--- src/rtl/key_debounce_array_if.sv ---
// Control inputs and debounced event outputs of the key debouncer array.
interface key_debounce_array_if #(
    parameter int N_KEYS = 4
);
    logic              enable;
    logic [N_KEYS-1:0] key_raw;
    logic [N_KEYS-1:0] press_pulse;
    logic [N_KEYS-1:0] release_pulse;
    logic [N_KEYS-1:0] long_pulse;
    logic [N_KEYS-1:0] key_level;
    logic              any_pressed;

    modport master (
        output enable, key_raw,
        input  press_pulse, release_pulse, long_pulse, key_level, any_pressed
    );

    modport slave (
        input  enable, key_raw,
        output press_pulse, release_pulse, long_pulse, key_level, any_pressed
    );
endinterface

--- src/rtl/key_debounce_array.sv ---
// Per-key synchroniser + debounce FSM producing press/release/long-press pulses and a level.
// Press/release pulses land DEBOUNCE_CYCLES+3 edges after the raw change is first sampled; no backpressure.
module key_debounce_array #(
    parameter int N_KEYS          = 4,
    parameter int DEBOUNCE_CYCLES = 8,
    parameter int LONG_CYCLES     = 32,
    parameter int ACTIVE_LOW      = 1
) (
    input logic                  clk,
    input logic                  rst_n,
    key_debounce_array_if.slave  bus
);
    localparam int CW = $clog2(LONG_CYCLES) + 1;
    localparam logic [CW-1:0] DEB_LAST  = CW'(DEBOUNCE_CYCLES - 1);
    localparam logic [CW-1:0] LONG_LAST = CW'(LONG_CYCLES - 1);
    localparam logic [CW-1:0] CNT_ONE   = CW'(1);
    localparam logic [N_KEYS-1:0] INV   = (ACTIVE_LOW != 0) ? {N_KEYS{1'b1}} : {N_KEYS{1'b0}};

    typedef enum logic [1:0] {
        IDLE    = 2'd0,
        FILT_DN = 2'd1,
        DOWN    = 2'd2,
        FILT_UP = 2'd3
    } state_t;

    logic [N_KEYS-1:0] s1, s2, s3;
    logic [N_KEYS-1:0] n2, n3;
    logic [N_KEYS-1:0] press_edge, rel_edge;
    logic [N_KEYS-1:0] press_v, release_v, long_v, level_v;

    // Synchronisers hold raw pin polarity and idle at the released level, so
    // a key held through reset still shows a press edge once reset lifts.
    always_ff @(posedge clk or posedge rst_n) begin
        if (rst_n) begin
            s1 <= INV;
            s2 <= INV;
            s3 <= INV;
        end else begin
            s1 <= bus.key_raw;
            s2 <= s1;
            s3 <= s2;
        end
    end

    assign n2         = s2 ^ INV;
    assign n3         = s3 ^ INV;
    assign press_edge = n2 & ~n3;
    assign rel_edge   = ~n2 & n3;

    for (genvar i = 0; i < N_KEYS; i++) begin : g_ch
        state_t        state, state_nx;
        logic [CW-1:0] cnt, cnt_nx;
        logic          long_done, long_done_nx;
        logic          press_r, release_r, long_r, level_r;
        logic          press_nx, release_nx, long_nx, level_nx;

        always_ff @(posedge clk or posedge rst_n) begin
            if (rst_n) begin
                state     <= IDLE;
                cnt       <= '0;
                long_done <= 1'b0;
                press_r   <= 1'b0;
                release_r <= 1'b0;
                long_r    <= 1'b0;
                level_r   <= 1'b0;
            end else begin
                state     <= state_nx;
                cnt       <= cnt_nx;
                long_done <= long_done_nx;
                press_r   <= press_nx;
                release_r <= release_nx;
                long_r    <= long_nx;
                level_r   <= level_nx;
            end
        end

        always_comb begin
            state_nx     = state;
            cnt_nx       = cnt;
            long_done_nx = long_done;
            press_nx     = 1'b0;
            release_nx   = 1'b0;
            long_nx      = 1'b0;
            level_nx     = 1'b0;

            case (state)
                IDLE: begin
                    if (press_edge[i]) begin
                        state_nx = FILT_DN;
                        cnt_nx   = '0;
                    end
                end
                // Terminal count is tested first so it wins over a same-cycle release edge.
                FILT_DN: begin
                    if (cnt == DEB_LAST) begin
                        state_nx     = DOWN;
                        cnt_nx       = '0;
                        long_done_nx = 1'b0;
                        press_nx     = 1'b1;
                    end else if (rel_edge[i]) begin
                        state_nx = IDLE;
                        cnt_nx   = '0;
                    end else begin
                        cnt_nx = cnt + CNT_ONE;
                    end
                end
                DOWN: begin
                    if (cnt == LONG_LAST && !long_done) begin
                        long_nx      = 1'b1;
                        long_done_nx = 1'b1;
                    end
                    if (rel_edge[i]) begin
                        state_nx = FILT_UP;
                        cnt_nx   = '0;
                    end else if (cnt != LONG_LAST) begin
                        cnt_nx = cnt + CNT_ONE;
                    end
                end
                // A bounce back to pressed keeps long_done so one hold never reports long twice.
                FILT_UP: begin
                    if (cnt == DEB_LAST) begin
                        state_nx   = IDLE;
                        cnt_nx     = '0;
                        release_nx = 1'b1;
                    end else if (press_edge[i]) begin
                        state_nx = DOWN;
                        cnt_nx   = '0;
                    end else begin
                        cnt_nx = cnt + CNT_ONE;
                    end
                end
                default: begin
                    state_nx     = IDLE;
                    cnt_nx       = '0;
                    long_done_nx = 1'b0;
                end
            endcase

            if (!bus.enable) begin
                state_nx     = IDLE;
                cnt_nx       = '0;
                long_done_nx = 1'b0;
                press_nx     = 1'b0;
                release_nx   = 1'b0;
                long_nx      = 1'b0;
            end

            level_nx = (state_nx == DOWN) || (state_nx == FILT_UP);
        end

        assign press_v[i]   = press_r;
        assign release_v[i] = release_r;
        assign long_v[i]    = long_r;
        assign level_v[i]   = level_r;
    end

    assign bus.press_pulse   = press_v;
    assign bus.release_pulse = release_v;
    assign bus.long_pulse    = long_v;
    assign bus.key_level     = level_v;
    assign bus.any_pressed   = |level_v;
endmodule

--- src/flat_wrapper.sv ---
// flat-port wrapper written by rule: the top's interface ports become plain ports
module key_debounce_array_flat 
#(
    parameter int N_KEYS          = 4,
    parameter int DEBOUNCE_CYCLES = 8,
    parameter int LONG_CYCLES     = 32,
    parameter int ACTIVE_LOW      = 1
)
  (clk, rst_n, bus_enable, bus_key_raw, bus_press_pulse, bus_release_pulse, bus_long_pulse, bus_key_level, bus_any_pressed);
  key_debounce_array_if #(.N_KEYS(N_KEYS)) bus_i ();
  input logic clk;
  input logic rst_n;
  input wire logic [$bits(bus_i.enable)-1:0] bus_enable;
  input wire logic [$bits(bus_i.key_raw)-1:0] bus_key_raw;
  output wire logic [$bits(bus_i.press_pulse)-1:0] bus_press_pulse;
  output wire logic [$bits(bus_i.release_pulse)-1:0] bus_release_pulse;
  output wire logic [$bits(bus_i.long_pulse)-1:0] bus_long_pulse;
  output wire logic [$bits(bus_i.key_level)-1:0] bus_key_level;
  output wire logic [$bits(bus_i.any_pressed)-1:0] bus_any_pressed;
  assign bus_i.enable = bus_enable;
  assign bus_i.key_raw = bus_key_raw;
  assign bus_press_pulse = bus_i.press_pulse;
  assign bus_release_pulse = bus_i.release_pulse;
  assign bus_long_pulse = bus_i.long_pulse;
  assign bus_key_level = bus_i.key_level;
  assign bus_any_pressed = bus_i.any_pressed;
  key_debounce_array #(.N_KEYS(N_KEYS), .DEBOUNCE_CYCLES(DEBOUNCE_CYCLES), .LONG_CYCLES(LONG_CYCLES), .ACTIVE_LOW(ACTIVE_LOW)) u_core (.clk(clk), .rst_n(rst_n), .bus(bus_i));
endmodule
--- config.mk ---
export PLATFORM = sky130hd
export DESIGN_NAME = key_debounce_array_flat
export DESIGN_NICKNAME = d
export VERILOG_FILES = /design/src/rtl/key_debounce_array_if.sv /design/src/rtl/key_debounce_array.sv /design/src/flat_wrapper.sv
export SDC_FILE = /design/constraint.sdc
export NUM_CORES = 1
export LEC_CHECK = 0
export ABC_CLOCK_PERIOD_IN_PS = 1800
export CAP_MARGIN = 5
export CORE_ASPECT_RATIO = 0.75
export CORE_UTILIZATION = 45
export CTS_CLUSTER_DIAMETER = 120
export DETAILED_ROUTE_END_ITERATION = 7
export PLACE_DENSITY = 0.66
export SLEW_MARGIN = 20
export SYNTH_ARGS = -nofsm -noshare
export SYNTH_HDL_FRONTEND = slang
export SYNTH_SLANG_ARGS = --single-unit
--- constraint.sdc ---
create_clock -name clk -period 1.8 [get_ports clk]
set_input_delay 0.36 -clock clk [delete_from_list [all_inputs] [get_ports clk]]
set_output_delay 0.36 -clock clk [all_outputs]
set_load 0.01 [all_outputs]
==> results.cfg <==
[worst_setup_path]
slowest_stage = dfrtp_1
crit_type = flop to flop
crit_required_ns = 2.03
critPathTopFamily = compound AO/OA/AOI/OAI gates
crit_fanout = 5
cp_cell_sequence = ha_1 -> nand3b_4 -> o31ai_2 -> o211a_4 -> nor2_4 -> mux2_2
crit_arrival_ns = 1.95
start_kind = flop
crit_path_end_kind = flop
cpPeakStageDelay_ns = 0.38
path_buf_inv = 0

[route]
drc_errors = 0
postRouteAntennaNets = 0
dr.pass1.iters = 4
drt_iter0_markers = 94
wl_mm = 5.47
dr_total_vias = 2283
viasPerCell = 5.25
routedWlPerCell_um = 12.6

[timing]
finalSetupViolCount = 0
slew_viol_final = 0
tightest_slew_ns = 0.383
holdWs_ns = 0.356
clock.fmax_ghz = 0.579
period_minus_slack_ns = 1.73
fin_skew_ns = 0.00805
finalCritPeriodShare_pct = 95.9
maxSlewHeadroom_pct = 74.4
finalHoldViolations = 0

[cts]
holdBufCountCts = 0
clockRootBuffer = clkbuf_8
numCtsBuffers = 9
cts_tree = yes
path_clk_slew_ns = 0.07
clkSinkCount = 64
clk_latency_ns = 0.34
h-tree-depth = 3
clockBufferDepth = 2

[synth]
synth_edf_count = 0
synth.avg_cell_area_um2 = 10.7
netlist_area_um2 = 3190
yosys-top-cells-count = dfrtp_1 (52), nand2_1 (24), nor2_1 (22), buf_4 (18), a22o_1 (15)
yosysSeqAreaShare_pct = 50.6
synth_ff_type = dfrtp_1
synth-async-reset-ratio_pct = 100
yosysMostFrequentCell = dfrtp_1
ys_warn_count = 0
synth_top_cell_area_share_pct = 40.8
synth.distinct_cells = 65
yosysTopAreaCell = dfrtp_1
syn_nets = 309
synth_seq_cells = 64
netlist_instances = 298
ys_top_cells_by_area = dfrtp_1 (41%), dfstp_2 (9.9%), buf_4 (4.2%)

[grt]
gr-usage-all-layers_pct = 17.0
grt_pass1_wl_mm = 9.74
grt-ovfl-total = 0
grt_max_degree = 33
antenna_found_initial = 0
grt_pass1_vias = 2115

[placement]
dp_cells = 418
globalplace.congestion = 0.843
place.detailed.hpwl_mm = 3.98
portBuffers = 23

[floorplanning]
fp.dieH_um = 75.0
coreArea_um2 = 6830
start_util_pct = 46.7
dieWidth_um = 99.3
design.die.area_um2 = 7440
fp-row-count = 26
ioPinCount = 24

[layout]
filler_cell_count = 618
instances_no_fill = 435
nets = 357
antenna_cells = 0
area_growth_pct = 21.7
layout-drive-gt1-share_pct = 26.8

[pwr]
p_switching_w = 0.000683
clock_power_share_pct = 39.4
power.density_nw_per_um2 = 732
switching_share_pct = 24.0
worst_ir_drop_vdd_v = 0.000395
power.share.combinational_pct = 8.1
p_leak_nw = 1.84
intPower_w = 0.00216
seqPwrFrac_pct = 52.5

[flow_run]
cap_viol_max_count = 0

[outcome]
status = finished, final reports clean

[worst_hold_path]
hp-class = input port to async pin
## power by group through the flow
| stage | registers (W) | logic, W | clock network [W] |
|---|---|---|---|
| floorplan | 0.00151 | 0.000137 | 0 |
| global placement | 0.00152 | 0.000223 | 0 |
| detailed placement | 0.00152 | 0.000228 | 0 |
| CTS | 0.00149 | 0.000228 | 0.00117 |
| global route | 0.00150 | 0.000257 | 0.00122 |
| finish | 0.00149 | 0.000229 | 0.00112 |
## stage by stage
stage                     setup TNS (ns)  setup slack (ns)  instance area [µm²]  utilization (%)  power (W)
final                                  0            0.0732                 3880             56.9    0.00284
after CTS                              0           0.00771                 3850             56.4    0.00289
after global placement             -6.24            -0.321                 3670             53.8    0.00174
after detailed placement           -7.09            -0.366                 3670             53.8    0.00175
after floorplan                        0            0.0829                 3200                -    0.00165
after global routing            -0.00283          -0.00282                 3880             56.9    0.00298
## final timing paths
kind                                                    from                                 to  slack [ns]  cells after the start
min in group clk                      u_core.s1[2]$_DFF_PP1_             u_core.s2[2]$_DFF_PP1_        0.36                      0
min reg2reg                           u_core.s1[2]$_DFF_PP1_             u_core.s2[2]$_DFF_PP1_        0.36                      0
max                        u_core.g_ch[2].cnt[1]$_DFFE_PP0P_  u_core.g_ch[2].cnt[0]$_DFFE_PP0P_        0.07                      6
max in group asynchronous                              rst_n             u_core.s1[3]$_DFF_PP1_        0.90                      3
max reg2reg                u_core.g_ch[2].cnt[1]$_DFFE_PP0P_  u_core.g_ch[2].cnt[0]$_DFFE_PP0P_        0.07                      6
min                                                    rst_n  u_core.g_ch[2].state[0]$_DFF_PP0_        0.36                      2
## area by class of cell
cell class / count / area [µm²] / area share (%)
inverter: 10 / 41.3 / 1.06
sequential: 64 / 1620 / 41.6
tap: 84 / 105 / 2.71
timing repair buffer: 60 / 531 / 13.7
clock inverter: 4 / 28.8 / 0.741
multi-input combinational: 201 / 1410 / 36.2
clock buffer: 12 / 155 / 3.99
## cells in the final DEF (no fill, tap or decap), drive strengths merged, types with 12 or more instances in the layout
cell type and n:
dfstp 12, dfrtp 52, nor2 23, clkbuf 12, nand2 26, clkdlybuf4s50 21, nand3 12, a22o 15
o21ai 14, buf 38
## cells by family after synthesis
logic type      after synthesis  share of synthesized area [%]
compound gates               66                           16.5
flops                        64                           50.6
mux                           3                           1.06
fa+ha+maj                     4                           1.57
xor+xnor                      5                           1.37
simple gates                123                           22.8
buf+inv                      33                           6.03
## sequential cells by signal, summed over array words and instances, names as in the netlist
| name | cells |
|---|---|
| u_core.g_ch.cnt | 24 |
| u_core.g_ch.level_r | 4 |
| u_core.g_ch.long_done | 4 |
| u_core.g_ch.long_r | 4 |
| u_core.g_ch.press_r | 4 |
| u_core.g_ch.release_r | 4 |
| u_core.g_ch.state | 8 |
| u_core.s1 | 4 |
| u_core.s2 | 4 |
| u_core.s3 | 4 |
## metal layers
metal	GRT usage (%)	wire, µm
met2	25.9	2450
met4	8.33	68
met5	0	0
met1	22.6	2710
met3	4.74	239
## what timing repair did
action / in CTS / in global routing
setup endpoints to repair: 2 / 16
gates cloned: 0 / 0
resized for setup: 5 / 5
pin swaps: 0 / 4
buffers inserted: 0 / 1
Power figures use the tool's default switching activity.
